## config.mk

```make
export PLATFORM = sky130hd
export DESIGN_NAME = sip_dot_acc_pipe
export DESIGN_NICKNAME = d
export VERILOG_FILES = /design/src/rtl/sip_dot_pkg.sv /design/src/rtl/sip_mul_lane.sv /design/src/rtl/sip_dot_acc_pipe.sv
export SDC_FILE = /design/constraint.sdc
export NUM_CORES = 1
export LEC_CHECK = 0
export BUFFER_PORTS_ARGS = -buffer_cell sky130_fd_sc_hd__clkbuf_2
export CAP_MARGIN = 25
export CORE_MARGIN = 4
export CORE_UTILIZATION = 45
export CTS_BUF_LIST = sky130_fd_sc_hd__clkbuf_8
export CTS_CLUSTER_SIZE = 12
export DETAILED_ROUTE_END_ITERATION = 8
export PLACE_DENSITY_LB_ADDON = 0.05
export SLEW_MARGIN = 20
export SYNTH_ARGS = -nofsm -noshare
export SYNTH_HDL_FRONTEND = slang
export SYNTH_HIERARCHICAL = 1
export SYNTH_SLANG_ARGS = --single-unit
```

## constraint.sdc

```tcl
create_clock -name i_CLK -period 11.4 [get_ports i_CLK]
set_input_delay 1.14 -clock i_CLK [delete_from_list [all_inputs] [get_ports i_CLK]]
set_output_delay 1.14 -clock i_CLK [all_outputs]
set_load 0.02 [all_outputs]
```

## src/rtl/sip_dot_pkg.sv

```systemverilog
// Shared widths, saturation bounds and multiply-mode encoding for the slice dot-product pipeline.
package sip_dot_pkg;

  typedef struct packed {
    logic bin;
    logic sign_w;
    logic sign_i;
  } mode_t;

  function automatic int clog2(input int n);
    int r;
    for (r = 0; (1 << r) < n; r++) begin
    end
    return r;
  endfunction

  function automatic int bits_mul(input int p);
    return 2 * p + 1;
  endfunction

  function automatic int bits_sum(input int p, input int n);
    return bits_mul(p) + clog2(n);
  endfunction

  function automatic longint acc_max(input int b);
    return (longint'(1) << (b - 1)) - 1;
  endfunction

  function automatic longint acc_min(input int b);
    return -(longint'(1) << (b - 1));
  endfunction

endpackage

```

## src/rtl/sip_mul_lane.sv

```systemverilog
// One dot-product lane: sign/zero-extends both slices and multiplies, or returns +/-1 in XNOR mode.
// Purely combinational; the caller registers the product.
module sip_mul_lane
  import sip_dot_pkg::*;
#(
  parameter int BITS_PAR = 2,
  localparam int BITS_MUL = bits_mul(BITS_PAR)
) (
  input  logic [BITS_PAR-1:0]        a_i,
  input  logic [BITS_PAR-1:0]        w_i,
  input  mode_t                      mode_i,
  output logic signed [BITS_MUL-1:0] prod_o
);

  logic signed [BITS_MUL-1:0] a_ext;
  logic signed [BITS_MUL-1:0] w_ext;

  // Extending to BITS_MUL before multiplying keeps the full product range in-width.
  always_comb begin
    a_ext = {{(BITS_MUL - BITS_PAR){mode_i.sign_i & a_i[BITS_PAR-1]}}, a_i};
    w_ext = {{(BITS_MUL - BITS_PAR){mode_i.sign_w & w_i[BITS_PAR-1]}}, w_i};
    if (mode_i.bin) begin
      prod_o = (a_i[0] == w_i[0]) ? BITS_MUL'(1) : '1;
    end else begin
      prod_o = a_ext * w_ext;
    end
  end

endmodule

```

## src/rtl/sip_dot_acc_pipe.sv

```systemverilog
// Pipelined slice dot product with shifted, saturating multi-beat accumulation.
// Last beat accepted at t gives a result at t+3; every stage stalls while a result waits unconsumed.
module sip_dot_acc_pipe
  import sip_dot_pkg::*;
#(
  parameter int N_DOT      = 32,
  parameter int BITS_PAR   = 2,
  parameter int BITS_SHIFT = 4,
  parameter int BITS_ACC   = 24
) (
  input  logic                      i_CLK,
  input  logic                      i_RST,
  input  logic                      i_Valid,
  output logic                      o_Ready,
  input  logic [N_DOT*BITS_PAR-1:0] i_Act,
  input  logic [N_DOT*BITS_PAR-1:0] i_Weight,
  input  logic                      i_SignI,
  input  logic                      i_SignW,
  input  logic                      i_Bin,
  input  logic [BITS_SHIFT-1:0]     i_Shift,
  input  logic                      i_First,
  input  logic                      i_Last,
  output logic                      o_Valid,
  input  logic                      i_Ready,
  output logic [BITS_ACC-1:0]       o_Acc,
  output logic                      o_Sat
);

  localparam int BITS_MUL = bits_mul(BITS_PAR);
  localparam int BITS_SUM = bits_sum(BITS_PAR, N_DOT);
  localparam int BITS_SHF = BITS_ACC + BITS_SHIFT;
  localparam int BITS_TOT = BITS_SHF + 1;
  localparam logic signed [BITS_TOT-1:0] ACC_MAX = BITS_TOT'(acc_max(BITS_ACC));
  localparam logic signed [BITS_TOT-1:0] ACC_MIN = BITS_TOT'(acc_min(BITS_ACC));

  typedef struct packed {
    logic                  vld;
    logic                  first;
    logic                  last;
    logic [BITS_SHIFT-1:0] shift;
  } side_t;

  mode_t                      mode;
  logic signed [BITS_MUL-1:0] prod [N_DOT];
  logic signed [BITS_MUL-1:0] s1_prod_q [N_DOT];
  side_t                      s1_q, s2_q;
  logic signed [BITS_SUM-1:0] sum_d, s2_sum_q;
  logic signed [BITS_SHF-1:0] shifted;
  logic signed [BITS_TOT-1:0] base, total;
  logic signed [BITS_ACC-1:0] acc_d, acc_q, out_acc_q;
  logic                       sat_d, sat_q, out_sat_q, out_vld_q;
  logic                       open_d, open_q, start, clamp, adv;

  assign mode    = '{bin: i_Bin, sign_w: i_SignW, sign_i: i_SignI};
  assign adv     = ~(out_vld_q & ~i_Ready);
  assign o_Ready = adv;
  assign o_Valid = out_vld_q;
  assign o_Acc   = out_acc_q;
  assign o_Sat   = out_sat_q;

  for (genvar k = 0; k < N_DOT; k++) begin : g_lane
    sip_mul_lane #(.BITS_PAR(BITS_PAR)) u_lane (
      .a_i    (i_Act[BITS_PAR*k +: BITS_PAR]),
      .w_i    (i_Weight[BITS_PAR*k +: BITS_PAR]),
      .mode_i (mode),
      .prod_o (prod[k])
    );
  end

  always_ff @(posedge i_CLK) begin
    if (i_RST) begin
      s1_q <= '0;
      s2_q <= '0;
    end else if (adv) begin
      s1_q <= '{vld: i_Valid, first: i_First, last: i_Last, shift: i_Shift};
      s2_q <= s1_q;
    end
  end

  always_ff @(posedge i_CLK) begin
    if (adv) begin
      s1_prod_q <= prod;
      s2_sum_q  <= sum_d;
    end
  end

  always_comb begin
    sum_d = '0;
    for (int k = 0; k < N_DOT; k++) begin
      sum_d = sum_d + BITS_SUM'(s1_prod_q[k]);
    end
  end

  // A group restarts on First or on any beat following a Last (or reset).
  always_comb begin
    start   = s2_q.first | ~open_q;
    shifted = BITS_SHF'(s2_sum_q) <<< s2_q.shift;
    base    = start ? '0 : BITS_TOT'(acc_q);
    total   = BITS_TOT'(shifted) + base;
    clamp   = 1'b0;
    acc_d   = total[BITS_ACC-1:0];
    if (total > ACC_MAX) begin
      acc_d = ACC_MAX[BITS_ACC-1:0];
      clamp = 1'b1;
    end else if (total < ACC_MIN) begin
      acc_d = ACC_MIN[BITS_ACC-1:0];
      clamp = 1'b1;
    end
    sat_d  = (sat_q & ~start) | clamp;
    open_d = ~s2_q.last;
  end

  always_ff @(posedge i_CLK) begin
    if (i_RST) begin
      acc_q     <= '0;
      sat_q     <= 1'b0;
      open_q    <= 1'b0;
      out_vld_q <= 1'b0;
      out_acc_q <= '0;
      out_sat_q <= 1'b0;
    end else begin
      if (adv && s2_q.vld) begin
        acc_q  <= acc_d;
        sat_q  <= sat_d;
        open_q <= open_d;
      end
      if (adv && s2_q.vld && s2_q.last) begin
        out_vld_q <= 1'b1;
        out_acc_q <= acc_d;
        out_sat_q <= sat_d;
      end else if (out_vld_q && i_Ready) begin
        out_vld_q <= 1'b0;
      end
    end
  end

endmodule
```

== Word level (Yosys, flattened, before mapping) ==
Index checks and enable logic that the tools add are counted.
Word-level totals
  bits in registers: 236
  output and inout port bits: 27
  logic and storage cells: 294
Cells by class
  $add $sub $neg: 32
  multipliers: 32
  magnitude comparators: 2
  equality and inequality tests: 32
  shifts and indexed selects: 1
  multiplexer cells: 71
  bitwise logic cells: 73
  reductions and logical operators: 4
Operators with widths (number)
  2-to-1 mux 5 bit: 64
  adder 10 x 5 -> 10 bit: 26
  multiplier 3 x 3 -> 5 bit: 32
  AND 1 bit: 66
  2-to-1 mux 24 bit: 2
  equality test 1 bit: 32
  adder 28 x 29 -> 29 bit: 1
  greater-than comparator 29 x 24 -> 1 bit, second input constant: 1
  < comparator 29 x 24 -> 1 bit, second input constant: 1
  2-to-1 mux 29 bit: 1
  <<< shifter 10 x 4 -> 28 bit: 1
  adder 9 x 5 -> 10 bit: 1
  adder 8 x 5 -> 9 bit: 1
  adder 7 x 5 -> 8 bit: 1
  adder 6 x 5 -> 7 bit: 1
  adder 5 x 5 -> 6 bit: 1
  inverter 1 bit: 5
  2-to-1 mux 1 bit: 4
  logical AND 1 bit: 3
  bitwise OR 1 bit: 2
  nonzero test 2 bit: 1

== Logic depth before layout (Yosys ltp) ==
Gate-level depths: netlist of the first run.
  word-level depth: 31
  mapped depth: 23
  mapped depth without buffers: 23

== Cells and area by module ==
Netlist of the first run, hierarchy kept.
Modules (own cells, without submodules)
  sip_dot_acc_pipe: times used 1, cells each 1174, area each 14317.5 um^2, seq. area each 6426.2 um^2
  sip_mul_lane (g_lane[0].u_lane ...): times used 15, cells each 39, area each 341.6 um^2, seq. area each 0.0 um^2
  sip_mul_lane (g_lane[23].u_lane ...): times used 17, cells each 35, area each 276.5 um^2, seq. area each 0.0 um^2

== Worst setup path before layout of the first run ==
Ideal clock, no wire load.
  path kind: input to output
  start: in i_Ready
  end: out o_Ready
  arrival: 6.302 ns
  slack: 3.958 ns
  cell stages on the path: 3
  path buffers: 1
  path through: nor2b_1 clkinv_1 clkbuf_1
On the way
  word-level cells in the longest chain between the ends: 3
Ends and longest elaborated chain
  start: declaration: RTL line sip_dot_acc_pipe.sv:24  | input logic i_Ready,
  inverter 1 bit: RTL line sip_dot_acc_pipe.sv:55  | assign adv = ~(out_vld_q & ~i_Ready);
  AND 1 bit: RTL line sip_dot_acc_pipe.sv:55
  inverter 1 bit: RTL line sip_dot_acc_pipe.sv:55
  end: declaration: RTL line sip_dot_acc_pipe.sv:14  | output logic o_Ready,
Every way passes these cells.

== Worst setup path after layout of the first run ==
  start: reg s1_prod_q[3] in the netlist's numbering
  end: reg s2_sum_q[9] (data pin)
On the way
  word-level cells in the longest chain between the ends: 1
Ends and longest elaborated chain
  start: declaration: RTL line sip_dot_acc_pipe.sv:45  | logic signed [BITS_MUL-1:0] s1_prod_q [N_DOT];
  start signal: assignment: RTL line sip_dot_acc_pipe.sv:82  | s1_prod_q <= prod;
  adder 10 x 5 -> 10 bit: RTL line sip_dot_acc_pipe.sv:90  | sum_d = sum_d + BITS_SUM'(s1_prod_q[k]);
  named net sum_d[9]: RTL line sip_dot_acc_pipe.sv:47  | logic signed [BITS_SUM-1:0] sum_d, s2_sum_q;
  end signal: assignment: RTL line sip_dot_acc_pipe.sv:83  | s2_sum_q <= sum_d;
  end: declaration: RTL line sip_dot_acc_pipe.sv:47
The timed path passes the listed nets, and every way through them passes these cells.
A chain may end at the register's enable or synchronous reset.

==> results of run 1 <==
==> cell families (layout without fill, tap and decap cells) <==
logic type,after synthesis,after routing,share of synthesized area (%)
xor gates and xnor gates,98,98,4.41
DFF,236,236,26.6
buffers and inverters,559,774,8.86
and+or+nand+nor,574,574,13.7
muxes,53,53,2.28
adders and majority gates,445,445,31.3
other,0,2,0
AOI/OAI and AO/OA,389,389,12.8
==> routing by layer <==
| metal | track usage, % | share of wire (%) |
|---|---|---|
| met1 | 26.4 | 47 |
| met2 | 30.8 | 48 |
| met3 | 2.76 | 3.7 |
| met4 | 3.68 | 1.6 |
| met5 | 0 | 0 |
==> sequential cells by signal, indices dropped and copies added (netlist names) <==
name / cells
s2_q: 7
s1_prod_q: 160
s2_sum_q: 10
o_Valid: 1
o_Sat: 1
o_Acc: 24
acc_q: 24
s1_q: 7
sat_q: 1
open_q: 1
==> per-stage QoR <==
stage               cell area (um^2)  utilization [%]  worst slack [ns]  instances  hold WS, ns
finish                         26700             50.5              5.03       3259        0.449
global route                   26700             50.5              4.60       3257        0.478
CTS                            26600             50.4              5.00       3255        0.455
detailed placement             25700             48.6              5.01       3172        0.447
global placement               25700             48.6              5.01       3172        0.442
floorplan                      24100                -              3.96       2354        0.432
==> synth_stat cells, types with 25 or more instances <==
| library cell | n |
|---|---|
| and2_1 | 74 |
| or2_1 | 49 |
| and2_2 | 33 |
| a21oi_1 | 61 |
| a31oi_1 | 42 |
| nand3_1 | 69 |
| o21ai_0 | 95 |
| xnor2_1 | 58 |
| nand2_1 | 162 |
| fa_1 | 266 |
| nand2b_1 | 37 |
| mux2i_1 | 46 |
| dfxtp_1 | 66 |
| xor2_1 | 25 |
| a221o_1 | 38 |
| edfxtp_1 | 170 |
| inv_1 | 511 |
| nor2_1 | 37 |
| ha_1 | 179 |
==> worst reg2reg max path: stages, from the launching register on <==
cell and delay, ns:
edfxtp_1 0.32, inv_1 0.05, fa_1 0.53, inv_1 0.05
fa_1 0.50, fa_1 0.54, fa_1 0.54, fa_1 0.53
fa_1 0.52, fa_1 0.55, inv_1 0.05, fa_1 0.59
inv_1 0.06, ha_1 0.28, a21o_1 0.15, a21oi_1 0.21
o21bai_1 0.09, a21oi_1 0.23, o21bai_1 0.09, a21oi_1 0.17
xnor2_1 0.08
==> layout make-up <==
cell class                 instances  area (um^2)  area share [%]
sequential                       236         6430            24.1
clock inverter                    31          190           0.713
inverter                         513         1930            7.23
antenna                            2         5.00          0.0188
multi-input combinational       1559        15600            58.4
timing repair buffer             178          971            3.64
tap                              688          861            3.23
clock buffer                      52          716            2.68
==> path summary, 6_finish.rpt <==
| check | to | slack (ns) |
|---|---|---|
| worst max register to register | s2_sum_q[9] | 5.03 |
| worst min register to register | s2_q[6] | 0.45 |
| worst max-delay path | s2_sum_q[9] | 5.03 |
| worst min-delay path | s2_q[6] | 0.45 |
==> impl_metrics.py, run 1 <==
metrics = {
    "global_route": {
        "track_usage_pct": 18.6,
        "grt_pass1_wl_um": 87100,
        "first_global_vias": 17100,
        "grt_overflow": 0,
        "grt_max_degree": 88,
        "antenna_found_initial": 2,
    },
    "placement": {
        "io_buffer_count": 167,
        "post-dp-hpwl_um": 41500,
        "gp_congestion": 0.846,
    },
    "synthesis": {
        "ys_seq_area_share_pct": 26.6,
        "netlist_area_mm2": 0.0241,
        "yosysTopAreaCell": "fa_1",
        "synth-main-ff-cell": "edfxtp_1",
        "postSynthCellCount": 2354,
        "synthesis.nets": 2940,
        "synth_edf_count": 170,
        "synthArstFlopShare_pct": 0,
        "synth_area_leaders": "fa_1, edfxtp_1, ha_1",
        "yosys_register_bits": 236,
        "avgSynthCellArea_um2": 10.3,
        "synth_top_area_share_pct": 22.1,
        "synth.distinct_cells": 71,
        "yosysWarningCount": 6,
    },
    "clocking": {
        "cts_num_sinks": 236,
        "insertion_delay_ns": 0.60,
        "cts_resized": 0,
        "post-cts-setup-buffer-count": 0,
        "clk_pin_slew_worst_paths_ns": 0.06,
        "cts_buffers": 46,
        "cts_max_level": 2,
        "root_buffer": "clkbuf_8",
        "cts_buffer_depth": 3,
        "cts_tree": "built",
        "holdBufCountCts": 0,
    },
    "floorplan": {
        "core_area_mm2": 0.0529,
        "rows": 84,
        "die_width_um": 240,
        "pin_count": 168,
        "die_area_mm2": 0.0574,
        "initial_utilization_pct": 45.7,
        "fp.dieH_um": 240,
    },
    "worst_setup_path": {
        "cp.depth": 20,
        "crit_path_start_kind": "register",
        "cp_max_fo": 2,
        "cp_top_family": "adder cells",
        "r2r_cells": 20,
        "cpPeakStageDelay_ns": 0.59,
        "critPathArrivalTime_ns": 6.70,
        "cp_cell_sequence": "inv_1, fa_1, inv_1, fa_1, fa_1, fa_1, fa_1, fa_1, fa_1, inv_1, fa_1, inv_1, ha_1, a21o_1, a21oi_1, o21bai_1, a21oi_1, o21bai_1, a21oi_1, xnor2_1",
        "cp.required_ns": 11.73,
        "crit_path_start": "s1_prod_q[3]",
        "timing.rr.start": "s1_prod_q[3]",
        "crit_path_end_kind": "register",
        "path_buf_inv": 4,
        "crit_path_frequent_cell": "fa_1",
        "worstSetupPathType": "reg2reg",
        "slowest_stage": "fa_1",
    },
    "timing": {
        "period_share_pct": 55.9,
        "final-hold-violation-count": 0,
        "fin_crit_ns": 6.37,
        "setup_viol": 0,
        "tns_ns": 0,
        "rsz0062_at_grt": "no",
        "max_freq_mhz": 157,
        "slew-limit-headroom_pct": 36.2,
        "slew_violations": 0,
        "tightest_slew_ns": 0.956,
        "skew_ns": 0.0283,
    },
    "route": {
        "via_count": 16700,
        "first_pass_iters": 5,
        "routedWlPerCell_um": 16.0,
        "wl_um": 52000,
        "vias_per_cell": 5.13,
        "antenna_left": 0,
        "drtIter0Drc": 707,
        "drc": 0,
    },
    "min_path": {
        "hold_class": "reg2reg",
        "hold_path_depth": 2,
        "hold_start": "s1_q[6]",
    },
    "final_layout": {
        "final_common_cell": "inv_1",
        "fillCellCount": 4931,
        "areaGrowthSynthToFinish_pct": 10.5,
        "layout_common_cells": "inv_1, fa_1, ha_1, edfxtp_1, clkbuf_2",
        "layout-drive-gt1-share_pct": 14.8,
        "nNetsFinal": 3120,
    },
    "flow_run": {
        "cap_violations": 0,
    },
    "outcome": {
        "status": "completed",
    },
}
Power of run 1 is left out: the tool's default activity adds up to more than one toggle a clock period on the data nets, which glitch-free logic cannot reach.
==> run 2: changes to the inputs <==
--- a/config.mk
+++ b/config.mk
@@ -5,6 +5,7 @@
 export SDC_FILE = /design/constraint.sdc
 export NUM_CORES = 1
 export LEC_CHECK = 0
+export ABC_AREA = 1
 export BUFFER_PORTS_ARGS = -buffer_cell sky130_fd_sc_hd__clkbuf_2
 export CAP_MARGIN = 25
 export CORE_MARGIN = 4
==> constraint.sdc (replaced) <==
create_clock -name i_CLK -period 6.6 [get_ports i_CLK]
set_input_delay 0.66 -clock i_CLK [delete_from_list [all_inputs] [get_ports i_CLK]]
set_output_delay 0.66 -clock i_CLK [all_outputs]
set_load 0.02 [all_outputs]
==> run 2 against run 1 <==
Non-clock buffer count did not move. Synthesized area rose by 4.0%. Cell area rose by 3.6%. Via count rose by 16%. Die area rose by 3.9%. Global-route usage rose by 0.70 points. Utilization fell by 0.38 points. Flip-flop and latch count did not move. Maximum frequency rose by 1.5%. Critical path type unchanged. Highest routed layer unchanged.
==> impl_metrics.py, run 2 <==
metrics = {
    "outcome": {
        "status": "completed",
    },
    "floorplan": {
        "initial_utilization_pct": 45.5,
        "die_width_um": 244,
        "fp.dieH_um": 244,
        "core_area_mm2": 0.0552,
        "rows": 86,
        "pin_count": 168,
        "die_area_mm2": 0.0596,
    },
    "route": {
        "vias_per_cell": 4.64,
        "drtIter0Drc": 742,
        "routedWlPerCell_um": 13.6,
        "wl_um": 56500,
        "first_pass_iters": 5,
        "drc": 0,
        "antenna_left": 0,
        "via_count": 19300,
    },
    "clocking": {
        "cts_num_sinks": 236,
        "cts_tree": "built",
        "holdBufCountCts": 0,
        "insertion_delay_ns": 0.62,
        "root_buffer": "clkbuf_8",
        "cts_buffer_depth": 3,
        "clk_pin_slew_worst_paths_ns": 0.07,
        "post-cts-setup-buffer-count": 0,
        "cts_buffers": 44,
        "cts_max_level": 2,
    },
    "worst_setup_path": {
        "timing.rr.start": "s1_prod_q[22]",
        "cpPeakStageDelay_ns": 0.58,
        "crit_path_end_kind": "register",
        "critPathArrivalTime_ns": 6.62,
        "cp_max_fo": 2,
        "cp.required_ns": 6.94,
        "crit_path_start_kind": "register",
        "cp_cell_sequence": "inv_1, fa_1, inv_1, fa_1, fa_1, fa_1, fa_1, fa_1, inv_1, fa_1, fa_1, inv_1, ha_1, inv_1, fa_1, o21ai_1, a21oi_1, o21ai_0, xor2_1",
        "crit_path_frequent_cell": "fa_1",
        "worstSetupPathType": "reg2reg",
        "slowest_stage": "fa_1",
        "crit_path_start": "s1_prod_q[22]",
    },
    "timing": {
        "slew_violations": 0,
        "period_share_pct": 95.1,
        "max_freq_mhz": 159,
        "skew_ns": 0.0348,
        "tightest_slew_ns": 0.990,
        "slew-limit-headroom_pct": 34.0,
        "fin_crit_ns": 6.28,
        "final-hold-violation-count": 0,
        "setup_viol": 0,
    },
    "final_layout": {
        "top_register": "s1_prod_q",
        "final_area_mm2": 0.0277,
        "largest_reg_flops": 160,
        "final_common_cell": "nand2_1",
        "areaGrowthSynthToFinish_pct": 10.1,
        "layout-drive-gt1-share_pct": 12.4,
        "nNetsFinal": 3964,
        "layout_common_cells": "nand2_1, inv_1, fa_1, nor2_1, ha_1",
        "fillCellCount": 5466,
    },
    "synthesis": {
        "postSynthCellCount": 3186,
        "synthArstFlopShare_pct": 0,
        "synth_top_area_share_pct": 21.2,
        "synth_edf_count": 170,
        "synth_area_leaders": "fa_1, edfxtp_1, nand2_1",
        "yosys_register_bits": 236,
        "ys_seq_area_share_pct": 25.6,
        "synth-main-ff-cell": "edfxtp_1",
        "synthesis.nets": 3772,
        "avgSynthCellArea_um2": 7.88,
        "synth.distinct_cells": 36,
        "synthMostInstantiatedCell": "nand2_1",
        "netlist_area_mm2": 0.0251,
        "yosysTopAreaCell": "fa_1",
        "yosysWarningCount": 6,
        "yosys-top-cells-count": "nand2_1, inv_1, fa_1",
    },
    "placement": {
        "post-dp-hpwl_um": 46500,
        "io_buffer_count": 167,
        "dpl_cell_area_mm2": 0.0268,
        "gp_congestion": 0.902,
    },
    "global_route": {
        "grt_pass1_wl_um": 94900,
        "grt_overflow": 0,
        "grt_max_degree": 79,
        "track_usage_pct": 19.3,
        "antenna_found_initial": 1,
        "first_global_vias": 19400,
    },
    "min_path": {
        "hold_class": "in2reg",
        "hold_start": "i_Shift[3]",
    },
    "flow_run": {
        "cap_violations": 0,
    },
}
run 2: changes by cell type after synthesis, moves of 33 or more:
| cell | change |
|---|---|
| and2_2 | -33 |
| nor2_1 | +177 |
| and2_1 | -74 |
| a221o_1 | -38 |
| nand2b_1 | -37 |
| nand2_1 | +792 |
| inv_1 | +203 |
| nand3_1 | +37 |
| mux2i_1 | -44 |
| xnor2_1 | -45 |
| a31oi_1 | -38 |
| nand3_2 | +67 |
run 2: stage by stage:
stage	worst slack (ns)	hold WS, ns	std cells	utilization (%)	TNS [ns]
floorplan	0.207	0.429	3186	-	0
global placement	0.277	0.436	4080	48.6	0
detailed placement	0.211	0.443	4080	48.6	0
CTS	0.174	0.288	4159	50.1	0
global route	-0.0111	0.332	4160	50.1	-0.0111
finish	0.321	0.325	4161	50.1	0
run 2: cell type report:
type                    instances  area (um^2)  area share [%]
flip-flops and latches        236         6430            23.2
clock buffers                  47          647            2.34
diodes                          2         5.00          0.0181
repair buffers                178          923            3.34
inverters                     748         2850            10.3
clock inverters                32          174           0.629
well taps                     748          936            3.38
multi-input cells            2170        15700            56.7
run 2: kinds of logic after synthesis:
| logic type | after synthesis | share of synthesized area, % |
|---|---|---|
| and+or+nand+nor | 1533 | 27.8 |
| muxes | 2 | 0.0797 |
| AOI/OAI and AO/OA | 157 | 3.26 |
| DFF | 236 | 25.6 |
| xor gates and xnor gates | 33 | 1.15 |
| buffers and inverters | 780 | 12.0 |
| adders and majority gates | 445 | 30.1 |
run 2: path summary, 6_finish.rpt:
kind	end	slack, ns	cells past startpoint
hold reg to reg	o_Sat	0.45	2
hold / removal	s1_q[3]	0.33	3
setup reg to reg	s2_sum_q[8]	0.32	19
setup / recovery	s2_sum_q[8]	0.32	19
run 2: worst max-delay path: cells and delay by family, from the launching register on:
family          cells  cell delay (ns)
compound gates      3             0.49
xor+xnor            1             0.09
buf+inv             5             0.31
flops               1             0.35
fa+ha+maj          10             4.76
run 2: timing repair:
action | 4_1_cts | 5_1_grt
setup endpoints to repair | 0 | 2
resized for setup | 0 | 2
endpoints found under the hold margin | 0 | 0
run 2: routing by layer:
metal / share of wire [%] / wire [um] / track usage [%] / vias up
met1: 47 / 26600 / 26.2 / 9004
met4: 1.8 / 1010 / 4.08 / 0
li1: - / - / - / 9998
met5: 0 / 0 / 0 / -
met2: 48 / 27000 / 33.3 / 244
met3: 3.4 / 1900 / 2.63 / 67
Power of run 2 is left out for the same reason.
==> run 3: changes to the inputs <==
--- a/config.mk
+++ b/config.mk
@@ -9,9 +9,9 @@
 export BUFFER_PORTS_ARGS = -buffer_cell sky130_fd_sc_hd__clkbuf_2
 export CAP_MARGIN = 25
 export CORE_MARGIN = 4
-export CORE_UTILIZATION = 45
+export CORE_UTILIZATION = 60
 export CTS_BUF_LIST = sky130_fd_sc_hd__clkbuf_8
-export CTS_CLUSTER_SIZE = 12
+export CTS_CLUSTER_SIZE = 16
 export DETAILED_ROUTE_END_ITERATION = 8
 export PLACE_DENSITY_LB_ADDON = 0.05
 export SLEW_MARGIN = 20
==> run 3 against run 2 <==
Hold slack gained 0.046 ns. Clock-buffer cell count shrank 4. Routed wire length shrank 4.1%.
==> impl_metrics.py, run 3 (synthesized netlist as in run 2, its figures left out) <==
metrics = {
    "clocking": {
        "cts_max_level": 2,
        "cts_buffers": 42,
        "insertion_delay_ns": 0.57,
        "cts_resized": 0,
        "cts_buffer_depth": 3,
        "root_buffer": "clkbuf_8",
        "cts_num_sinks": 236,
        "clk_pin_slew_worst_paths_ns": 0.06,
        "holdBufCountCts": 0,
        "post-cts-setup-buffer-count": 0,
        "cts_tree": "built",
    },
    "final_layout": {
        "layout_common_cells": "nand2_1, inv_1, fa_1, nor2_1, ha_1",
        "nNetsFinal": 3962,
        "areaGrowthSynthToFinish_pct": 9.05,
        "final_area_mm2": 0.0274,
        "largest_reg_flops": 160,
        "multiInputGateArea_mm2": 0.0157,
        "top_register": "s1_prod_q",
        "fillCellCount": 3538,
        "diodes": 0,
        "layout-drive-gt1-share_pct": 12.4,
        "final_common_cell": "nand2_1",
        "seq_area_mm2": 0.00643,
    },
    "min_path": {
        "hold_class": "in2reg",
        "hold_path_depth": 3,
        "hold_end": "s1_q[2]",
        "hold_start": "i_Shift[2]",
    },
    "global_route": {
        "first_global_vias": 19500,
        "grt_overflow": 0,
        "grt_pass1_wl_um": 90900,
        "grt_max_degree": 85,
        "antenna_found_initial": 0,
        "track_usage_pct": 24.5,
    },
    "timing": {
        "period_share_pct": 95.2,
        "tightest_slew_ns": 0.959,
        "setup_viol": 0,
        "fin_crit_ns": 6.29,
        "tns_ns": 0,
        "final-hold-violation-count": 0,
        "slew-limit-headroom_pct": 35.8,
        "slew_violations": 0,
        "skew_ns": 0.0267,
        "max_freq_mhz": 159,
        "rsz0062_at_grt": "no",
    },
    "route": {
        "antenna_left": 0,
        "routedWlPerCell_um": 13.8,
        "vias_per_cell": 4.99,
        "first_pass_iters": 5,
        "drtIter0Drc": 947,
        "wl_um": 54200,
        "via_count": 19600,
        "drc": 0,
    },
    "worst_setup_path": {
        "cp_max_fo": 4,
        "reg2reg_to": "s2_sum_q[9]",
        "crit_path_start": "s1_prod_q[124]",
        "worstSetupPathType": "reg2reg",
        "timing.rr.start": "s1_prod_q[124]",
        "crit_path_start_kind": "register",
        "cp.required_ns": 6.91,
        "crit_path_end_kind": "register",
        "rrSetupSlack_ns": 0.31,
        "critPathArrivalTime_ns": 6.59,
        "r2r_cells": 23,
    },
    "outcome": {
        "status": "completed",
    },
    "floorplan": {
        "die_area_mm2": 0.0452,
        "initial_utilization_pct": 61.1,
        "die_width_um": 213,
        "fp.dieH_um": 213,
        "core_area_mm2": 0.0411,
        "rows": 74,
        "pin_count": 168,
    },
    "placement": {
        "io_buffer_count": 167,
        "post-dp-hpwl_um": 44700,
        "dpl_cell_area_mm2": 0.0266,
        "gp_congestion": 0.903,
    },
    "flow_run": {
        "cap_violations": 0,
    },
}
## run 3: worst max-delay path: stages, from the launching register on
cell and delay [ns]:
edfxtp_1 0.39, fa_1 0.54, inv_1 0.08, fa_1 0.54, inv_1 0.05, fa_1 0.51
inv_1 0.05, fa_1 0.47, inv_1 0.06, fa_1 0.48, fa_1 0.52, fa_1 0.55
inv_1 0.05, fa_1 0.52, inv_1 0.04, ha_1 0.34, a21oi_1 0.16, nand2_1 0.09
a21oi_1 0.16, o21bai_2 0.09, nand2_1 0.06, nand2_1 0.06, a21oi_2 0.13, xnor2_1 0.07
## run 3: how the worst max path moves through the flow
| stage | endpoint | slack, ns | cells past startpoint |
|---|---|---|---|
| after global routing | s2_sum_q[8] | 0.003 | 20 |
| final | s2_sum_q[9] | 0.31 | 23 |
| after floorplan | o_Ready | 0.21 | 3 |
| after CTS | s2_sum_q[9] | 0.26 | 21 |
| after global placement | s2_sum_q[8] | 0.28 | 20 |
| after detailed placement | s2_sum_q[8] | 0.27 | 20 |
## run 3: through the flow
stage	util, %	setup WS, ns	std cells	hold slack [ns]
3_3_place_gp	64.6	0.284	3863	0.438
3_5_place_dp	64.6	0.274	3864	0.440
2_1_floorplan	-	0.207	3186	0.429
4_1_cts	66.6	0.265	3934	0.326
5_1_grt	66.6	0.00284	3934	0.347
6_report	66.6	0.314	3934	0.372
## run 3: per-layer routing
metal | routed length [um] | part of all wire (%) | track usage (%) | vias to the layer above
met3 | 2210 | 4.1 | 3.01 | 79
met2 | 26700 | 49 | 42.6 | 346
met5 | 0 | 0 | 0 | -
met1 | 24100 | 45 | 33.2 | 9223
li1 | - | - | - | 9987
met4 | 1140 | 2.1 | 5.60 | 0
## run 3: layout make-up
class / count / share of cell area, %
Sequential cell: 236 / 23.5
Timing Repair Buffer: 178 / 3.42
Inverter: 748 / 10.4
Clock buffer: 43 / 2.16
Clock inverter: 27 / 0.809
Multi-Input combinational cell: 2170 / 57.3
Tap cell: 532 / 2.43
Power of run 3 is left out for the same reason.
